$ cat config.mk
export PLATFORM = sky130hd
export DESIGN_NAME = pixel_streamer
export DESIGN_NICKNAME = d
export VERILOG_FILES = /design/src/rtl/pixel_streamer.sv
export SDC_FILE = /design/constraint.sdc
export NUM_CORES = 1
export LEC_CHECK = 0
export ABC_AREA = 1
export CAP_MARGIN = 25
export CORE_UTILIZATION = 57
export CTS_CLUSTER_DIAMETER = 120
export DETAILED_ROUTE_END_ITERATION = 8
export HOLD_SLACK_MARGIN = 0.15
export MAX_ROUTING_LAYER = met4
export PLACE_DENSITY = 0.8
export SYNTH_ARGS = -nofsm -noshare
export SYNTH_HDL_FRONTEND = slang
export SYNTH_SLANG_ARGS = --single-unit
$ cat constraint.sdc
create_clock -name clk_os -period 2.5 [get_ports clk_os]
set_clock_uncertainty 0.1 [all_clocks]
set_input_delay 0.5 -clock clk_os [delete_from_list [all_inputs] [get_ports clk_os]]
set_output_delay 0.5 -clock clk_os [all_outputs]
set_load 0.02 [all_outputs]
$ cat src/rtl/pixel_streamer.sv
// -----------------------------------------------------------------------------
// pixel_streamer
//
// Reads a W x H frame from a linear source memory (addresses 0 .. W*H-1).
// The pixels come out as a valid/ready beat stream with their (x, y)
// coordinates and first/last-of-frame markers.
//
// Read data comes back one cycle after mem_rd. Each returned byte is pushed
// into a 2-entry output FIFO together with the coordinates and flags that were
// captured when the read was issued. The FIFO head registers drive the beat
// outputs directly, so the head cannot change while a beat is stalled.
//
// Optional feature (compile-time macro):
//   PIXEL_STREAMER_CONTINUOUS_EN
//     If start is high when the last read of a frame issues, the address wraps
//     to 0. The block stays in RUN and begins the next frame with the same
//     W/H, leaving no gap between frames. When the macro is undefined, every
//     frame ends through DRAIN back to IDLE.
//
// Ports:
//   clk_os         single clock, rising edge
//   reset_os       asynchronous active-low reset
//   start          frame start request (acted on in IDLE only)
//   frame_width    frame width in pixels  (latched on accepted start)
//   frame_height   frame height in lines  (latched on accepted start)
//   mem_rd         source memory read strobe
//   mem_addr       linear source read address
//   mem_data       source read data, valid the cycle after mem_rd
//   o_pixel        streamed pixel
//   o_xcoord       x coordinate of o_pixel
//   o_ycoord       y coordinate of o_pixel
//   o_valid        current beat is valid
//   i_ready        downstream accepts the beat (transfer = o_valid & i_ready)
//   o_frame_start  beat is pixel (0,0)
//   o_frame_end    beat is pixel (W-1,H-1)
//   o_busy         block is not in IDLE
// -----------------------------------------------------------------------------
module pixel_streamer #(
    parameter int DATA_WIDTH_8  = 8,
    parameter int DATA_WIDTH_12 = 12,
    parameter int ADDR_WIDTH    = 20
) (
    input  logic                     clk_os,
    input  logic                     reset_os,
    input  logic                     start,
    input  logic [DATA_WIDTH_12-1:0] frame_width,
    input  logic [DATA_WIDTH_12-1:0] frame_height,
    output logic                     mem_rd,
    output logic [ADDR_WIDTH-1:0]    mem_addr,
    input  logic [DATA_WIDTH_8-1:0]  mem_data,
    output logic [DATA_WIDTH_8-1:0]  o_pixel,
    output logic [DATA_WIDTH_12-1:0] o_xcoord,
    output logic [DATA_WIDTH_12-1:0] o_ycoord,
    output logic                     o_valid,
    input  logic                     i_ready,
    output logic                     o_frame_start,
    output logic                     o_frame_end,
    output logic                     o_busy
);

    // FSM encoding
    localparam logic [1:0] ST_IDLE  = 2'd0;
    localparam logic [1:0] ST_RUN   = 2'd1;
    localparam logic [1:0] ST_DRAIN = 2'd2;

    // A FIFO entry is {pixel, x, y, frame_start, frame_end}.
    localparam int META_W  = 2 * DATA_WIDTH_12 + 2;
    localparam int ENTRY_W = DATA_WIDTH_8 + META_W;
    localparam int FE_BIT  = 0;
    localparam int FS_BIT  = 1;
    localparam int Y_LSB   = 2;
    localparam int X_LSB   = 2 + DATA_WIDTH_12;
    localparam int PIX_LSB = META_W;

    localparam logic [DATA_WIDTH_12-1:0] DIM_ZERO  = {DATA_WIDTH_12{1'b0}};
    localparam logic [DATA_WIDTH_12-1:0] DIM_ONE   = {{(DATA_WIDTH_12-1){1'b0}}, 1'b1};
    localparam logic [ADDR_WIDTH-1:0]    ADDR_ZERO = {ADDR_WIDTH{1'b0}};
    localparam logic [ADDR_WIDTH-1:0]    ADDR_ONE  = {{(ADDR_WIDTH-1){1'b0}}, 1'b1};
    localparam logic [ENTRY_W-1:0]       ENTRY_ZERO = {ENTRY_W{1'b0}};
    localparam logic [META_W-1:0]        META_ZERO  = {META_W{1'b0}};

    // State and frame geometry
    logic [1:0]               state_r;
    logic [1:0]               state_nxt_s;
    logic [DATA_WIDTH_12-1:0] w_last_r;     // W-1, latched on start
    logic [DATA_WIDTH_12-1:0] h_last_r;     // H-1, latched on start

    // Read-issue side: address and coordinates of the next read
    logic [ADDR_WIDTH-1:0]    addr_r;
    logic [DATA_WIDTH_12-1:0] rd_x_r;
    logic [DATA_WIDTH_12-1:0] rd_y_r;

    // Read in flight: its data arrives on mem_data in the current cycle
    logic                     pend_r;
    logic [META_W-1:0]        pend_meta_r;

    // 2-entry output FIFO: head_r is the visible beat, tail_r the second slot
    logic [ENTRY_W-1:0]       head_r;
    logic [ENTRY_W-1:0]       tail_r;
    logic [1:0]               cnt_r;
    logic                     valid_r;

    // Combinational control
    logic                     accept_s;
    logic                     pop_s;
    logic                     push_s;
    logic [1:0]               occ_s;
    logic                     rd_s;
    logic                     last_rd_s;
    logic                     first_rd_s;
    logic                     wrap_s;
    logic [1:0]               cnt_nxt_s;
    logic [ENTRY_W-1:0]       push_entry_s;

    assign accept_s = (state_r == ST_IDLE) && start &&
                      (frame_width != DIM_ZERO) && (frame_height != DIM_ZERO);

    assign pop_s  = valid_r & i_ready;
    assign push_s = pend_r;

    // Occupancy counts the FIFO after this cycle's pop, plus the read whose
    // data lands this cycle. A new read is allowed only if its data is sure
    // to find a free slot even if downstream stalls from now on. Crediting
    // the pop in the same cycle is what allows one read per cycle.
    assign occ_s = cnt_r - {1'b0, pop_s} + {1'b0, pend_r};
    assign rd_s  = (state_r == ST_RUN) && (occ_s < 2'd2);

    assign last_rd_s  = (rd_x_r == w_last_r) && (rd_y_r == h_last_r);
    assign first_rd_s = (rd_x_r == DIM_ZERO) && (rd_y_r == DIM_ZERO);

`ifdef PIXEL_STREAMER_CONTINUOUS_EN
    assign wrap_s = rd_s && last_rd_s && start;
`else
    assign wrap_s = 1'b0;
`endif

    assign cnt_nxt_s    = cnt_r + {1'b0, push_s} - {1'b0, pop_s};
    assign push_entry_s = {mem_data, pend_meta_r};

    // Next-state logic
    always_comb begin
        state_nxt_s = state_r;
        case (state_r)
            ST_IDLE: begin
                if (accept_s) begin
                    state_nxt_s = ST_RUN;
                end else begin
                    state_nxt_s = ST_IDLE;
                end
            end
            ST_RUN: begin
                if (rd_s && last_rd_s) begin
                    if (wrap_s) begin
                        state_nxt_s = ST_RUN;
                    end else begin
                        state_nxt_s = ST_DRAIN;
                    end
                end else begin
                    state_nxt_s = ST_RUN;
                end
            end
            ST_DRAIN: begin
                // No reads are issued in DRAIN. A zero projected count
                // therefore also means no data is still on its way.
                if (cnt_nxt_s == 2'd0) begin
                    state_nxt_s = ST_IDLE;
                end else begin
                    state_nxt_s = ST_DRAIN;
                end
            end
            default: begin
                state_nxt_s = ST_IDLE;
            end
        endcase
    end

    // State register
    always_ff @(posedge clk_os or negedge reset_os) begin
        if (!reset_os) begin
            state_r <= ST_IDLE;
        end else begin
            state_r <= state_nxt_s;
        end
    end

    // Frame geometry latch plus the read address and coordinate counters.
    // x wraps at W-1 and carries into y, so no multiplier is needed.
    always_ff @(posedge clk_os or negedge reset_os) begin
        if (!reset_os) begin
            w_last_r <= DIM_ZERO;
            h_last_r <= DIM_ZERO;
            addr_r   <= ADDR_ZERO;
            rd_x_r   <= DIM_ZERO;
            rd_y_r   <= DIM_ZERO;
        end else if (accept_s) begin
            w_last_r <= frame_width - DIM_ONE;
            h_last_r <= frame_height - DIM_ONE;
            addr_r   <= ADDR_ZERO;
            rd_x_r   <= DIM_ZERO;
            rd_y_r   <= DIM_ZERO;
        end else if (rd_s) begin
            if (wrap_s) begin
                addr_r <= ADDR_ZERO;
            end else begin
                addr_r <= addr_r + ADDR_ONE;
            end
            if (rd_x_r == w_last_r) begin
                rd_x_r <= DIM_ZERO;
                if (rd_y_r == h_last_r) begin
                    rd_y_r <= DIM_ZERO;
                end else begin
                    rd_y_r <= rd_y_r + DIM_ONE;
                end
            end else begin
                rd_x_r <= rd_x_r + DIM_ONE;
            end
        end
    end

    // In-flight tracking: carry each read's coordinates and flags forward
    // one cycle to meet its returning data. Reset drops any read in flight.
    always_ff @(posedge clk_os or negedge reset_os) begin
        if (!reset_os) begin
            pend_r      <= 1'b0;
            pend_meta_r <= META_ZERO;
        end else begin
            pend_r <= rd_s;
            if (rd_s) begin
                pend_meta_r <= {rd_x_r, rd_y_r, first_rd_s, last_rd_s};
            end
        end
    end

    // Output FIFO. The head only changes on a pop, or on a push into an
    // empty FIFO, so a stalled beat stays stable.
    always_ff @(posedge clk_os or negedge reset_os) begin
        if (!reset_os) begin
            head_r  <= ENTRY_ZERO;
            tail_r  <= ENTRY_ZERO;
            cnt_r   <= 2'd0;
            valid_r <= 1'b0;
        end else begin
            case ({push_s, pop_s})
                2'b10: begin
                    if (cnt_r == 2'd0) begin
                        head_r <= push_entry_s;
                    end else begin
                        tail_r <= push_entry_s;
                    end
                end
                2'b01: begin
                    if (cnt_r == 2'd2) begin
                        head_r <= tail_r;
                    end
                end
                2'b11: begin
                    if (cnt_r == 2'd1) begin
                        head_r <= push_entry_s;
                    end else begin
                        head_r <= tail_r;
                        tail_r <= push_entry_s;
                    end
                end
                default: begin
                    head_r <= head_r;
                end
            endcase
            cnt_r   <= cnt_nxt_s;
            valid_r <= (cnt_nxt_s != 2'd0);
        end
    end

    assign mem_rd        = rd_s;
    assign mem_addr      = addr_r;
    assign o_pixel       = head_r[PIX_LSB +: DATA_WIDTH_8];
    assign o_xcoord      = head_r[X_LSB +: DATA_WIDTH_12];
    assign o_ycoord      = head_r[Y_LSB +: DATA_WIDTH_12];
    assign o_frame_start = head_r[FS_BIT];
    assign o_frame_end   = head_r[FE_BIT];
    assign o_valid       = valid_r;
    assign o_busy        = (state_r != ST_IDLE);

endmodule
* Yosys cells after proc, flatten, opt, wreduce, memory -nomap -nowiden *
Index checks and enable logic that the tools add are counted.

storage, ports and cells
  register bits = 168

operators by class
  $add $sub $neg = 9
  $lt $le $gt $ge = 1
  equality and inequality tests = 13
  mux-type cells = 20
  bitwise operators = 1
  reduce and logical (&&, ||, !) cells = 23

operators with widths
  cell                     count
  $mux W34                 5
  $pmux W34 S3             1
  $mux W12                 7
  $pmux W34 S2             1
  $mux W20                 2
  $add A12 B1 Y12 const B  2
  $eq A12 B12 Y1           2
  $logic_not A12 Y1        2
  $reduce_bool A12 Y1      2
  $sub A12 B1 Y12 const B  2
  $add A20 B1 Y20 const B  1
  $reduce_bool A2 Y1       5
  $eq A2 B2 Y1 const B     4
  $ne A2 B2 Y1 const B     4
  $logic_and A1 B1 Y1      7
  $eq A2 B1 Y1 const B     3
  $logic_not A2 Y1         3
  $pmux W2 S3              1
  $reduce_and A3 Y1        2
  $add A2 B1 Y2            2
  $mux W2                  2
  $sub A2 B1 Y2            2
  $reduce_bool A3 Y1       1
  $lt A2 B2 Y1 const B     1
  other kinds (3)          3

* Longest topological paths before layout *
  depth in word-level cells = 8
  depth in mapped cells = 16
  mapped depth without buffers = 15

* Worst setup path before layout *
OpenSTA, ideal clock, no wires.

  kind = input to output
  start point = input port i_ready
  end point = output port mem_rd
  data arrival time = 1.645 ns
  slack = 0.255 ns
  stages = 11
  buffers on the path = 1
  cell sequence = nand2_1 inv_2 nand2_1 nand2_1 ha_1 inv_1 nand2_1 nand3_1 nand2_2 nor2_4 buf_2

between the ends
  word-level cells in the longest chain between the ends = 5

ends and longest elaborated chain
  element              line  source
  start, declared      55    input logic i_ready,
  $and A1 B1 Y1        118   assign pop_s = valid_r & i_ready;
  $sub A2 B1 Y2        125   assign occ_s = cnt_r - {1'b0, pop_s} + {1'b0, pend_r};
  $add A2 B1 Y2        125
  $lt A2 B2 Y1         126   assign rd_s = (state_r == ST_RUN) && (occ_s < 2'd2);
  $logic_and A1 B1 Y1  126
  end, declared        48    output logic mem_rd,

Every way passes these cells.

* Worst setup path after layout *
  start point = register valid_r (netlist: o_valid)
  end point = output port mem_rd

between the ends
  word-level cells in the longest chain between the ends = 5

ends and longest elaborated chain
  element                 line  source
  start, declared         101   logic valid_r;
  start signal, assigned  269   valid_r <= (cnt_nxt_s != 2'd0);
  $and A1 B1 Y1           118
  $sub A2 B1 Y2           125
  $add A2 B1 Y2           125
  $lt A2 B2 Y1            126
  $logic_and A1 B1 Y1     126

Every way passes these cells.

==> metrics <==
RSZ-0062 raised after global routing yes; Post-Synthesis Cells approximately 1,100; final worst path period share 1.043; IO Count between 90 and 100; Placeable Area 14,700 sq um; pre-CTS setup slack -0.6540 ns; Total Wirelength 21,330 um; leading post-synthesis cells by cell area dfrtp_1 48%, nand2_1 15%, nor2_1 5.4%; P_leak slightly above 5 nW; clk sink count ~170; commonest non-fill, non-tap cell in the layout nand2_1; Die Wd about 130 um; largest net degree at the start of global routing 57; htree depth 4; Die ar. 15,750 sq um; Post-synth ARST share 1.000; cts bufs inserted 17; GRT overflow 0; clock tree buffer depth 2; VDD IR-drop max 695.2 uV; Max Transition Viols Final 0; routed vias 7,714; drt pass-1 iters 8; Mapped Area 8693 sq um; Post-synth EDFFs 0; outcome finished, violations left; nets@finish 1,277; violated checks DRC, setup timing; P per Cell Area 1231 nW/um^2; antenna diode count 0; final-layout fill cell count 1,112; Post-Syn Nets 1,154; maximum fanout along the worst path 4; layout cells sized above 1 0.1140; first-pass GRT wire length roughly 34,000 um; max_cap viols 0; placed cell areas 9971 sq um; clk slew on worst S/H paths 0.06 ns; Synth Register Bits 168; Iter 0 DRT Violations 659; Global Route Usage Sum 0.2810; Critical Path AT between 2 and 2.5 ns; register area 4204 sq um; Worst Reg-to-Reg Cells 17; hold path depth 2; initial antenna violation count 0; Initial Util 0.5914; fin crit period 2.608 ns; setup ws final -0.1084 ns; CTS Root Cell clkbuf_16; Routed Antenna Nets 0; P&R area growth vs syn 24.55%; Via density 5.394; Mapped Avg Cell Area a little under 8 sq um; hold crit path type flip-flop to flip-flop; Post-synth top flop dfrtp_1; worst skew pair latency between 0.4 and 0.5 ns; Die Ht 125.5 um; post-synth top area share 0.4836; multi-input gate area in the final layout 3924 sq um; final instance area 10,830 sq um; number of global-route vias before repair 7,188; Slew @ Worst Pin 0.6492 ns; Max transition margin 0.5671; most frequent cells in the layout 329 x nand2_1, 168 x dfrtp_1, 124 x nor2_1, 103 x inv_1, 89 x clkdlybuf4s50_1; drt drc 8; CP required 1.90 ns; sequential share of the synthesized area 0.4836; Final Wtd Congestion 0.9148; CP Launch Type flip-flop; detailed placement HPWL ~14,000 um; Setup violations, final 3; IO Port Bufs 92; Synthesis Warnings 0; crit end category output port; CTS tree yes; number of core rows 44; crit path kind flip-flop to output port; final hold vios 0; cell taking the most area after synthesis dfrtp_1; fmax 0.3834 GHz; post-synth cell types 35; Wirelength per Cell 14.91 um
==> cells by family (layout without fill, tap and decap cells) <==
| group | Yosys count | count (layout) | synth area share |
|---|---|---|---|
| AO/OA/AOI/OAI | 158 | 158 | 0.09312 |
| XOR/XNOR | 40 | 40 | 0.04030 |
| adder cells (fa/ha/maj) | 8 | 8 | 0.01151 |
| buffers and inverters | 156 | 292 | 0.07945 |
| flip-flops | 168 | 168 | 0.4836 |
| multiplexers | 18 | 18 | 0.02317 |
| AND/OR/NAND/NOR | 562 | 562 | 0.2689 |
==> stage by stage <==
step / cells / power [mW] / setup TNS [ns] / hold WS [ns] / utilization
2_1_floorplan: 1110 / 8.045 / 0 / 0.1044 / -
3_3_place_gp: 1383 / 9.951 / -12.91 / 0.3651 / 0.6783
3_5_place_dp: 1383 / 10.12 / -20.78 / 0.3732 / 0.6783
4_1_cts: 1425 / 12.83 / -0.3549 / 0.3886 / 0.7234
5_1_grt: 1430 / 14.17 / -2.072 / 0.4092 / 0.7366
6_report: 1430 / 13.33 / -0.1163 / 0.3840 / 0.7366
==> cells in the mapped netlist, drive strengths merged (11+ instances only) <==
cell type  instances
nand3             53
xor2              27
xnor2             13
a21oi             73
mux2              17
dfrtp            168
o21ai             79
nand4             20
buf               30
clkbuf            12
nor2             129
inv              113
nor3              11
nand2            342
==> path summary, 6_finish.rpt <==
path | from | endpoint | slack (ns)
min reg2reg | tail_r[7] | tail_r[7] | 0.38
max reg2reg | o_valid | rd_y_r[10] | -0.01
min in group asynchronous | reset_os | head_r[26] | 0.50
max in group asynchronous | reset_os | h_last_r[2] | 1.08
max | o_valid | mem_rd | -0.11
min | tail_r[7] | tail_r[7] | 0.38
==> sequential cells by signal, indices dropped and copies added, names as in the netlist <==
signal	cells
head_r	34
pend_meta_r	26
mem_addr	20
tail_r	34
rd_x_r	12
pend_r	1
cnt_r	2
o_valid	1
state_r	2
rd_y_r	12
w_last_r	12
h_last_r	12
==> layer usage <==
layer  vias up  GRT usage  share of wire
met5         -          -              0
met4         0     0.1055          0.024
met3        38    0.04964          0.059
met2       267     0.4297           0.47
met1      3643     0.3755           0.45
li1       3766          -              -
==> worst max-delay path, cell delays in order, from the launching register on <==
cell     delay, ns
dfrtp_1       0.39
nand2_2       0.13
inv_2         0.06
nand2_2       0.08
nand2_2       0.07
buf_6         0.12
ha_4          0.17
nand2_4       0.08
buf_12        0.10
nand3_4       0.10
nand2_4       0.11
nor2_4        0.05
buf_6         0.12
==> report_power, final <==
part / leakage (nW) / switching [mW] / total (mW) / internal, mW
sequential: 2.16 / 0.829 / 4.53 / 3.70
combinational: 2.76 / 3.59 / 6.30 / 2.71
clock: 0.270 / 1.08 / 2.50 / 1.43
==> repair_timing <==
action                                 CTS  global route
pin swaps                                6            10
setup buffers                            9             6
setup endpoints to repair               13            61
endpoints found under the hold margin   51             0
hold buffers                             1             0
resized for setup                       14            31
cloned                                   0             2
==> final cells by class <==
class / count / share of cell area
Clock buffer: 22 / 0.04287
Clock inverter: 10 / 0.008782
Inverter: 114 / 0.03998
Multi-Input combinational cell: 786 / 0.3624
Sequential cell: 168 / 0.3883
Tap cell: 184 / 0.02126
Timing Repair Buffer: 146 / 0.1365
(Power assumes the default switching activity.)
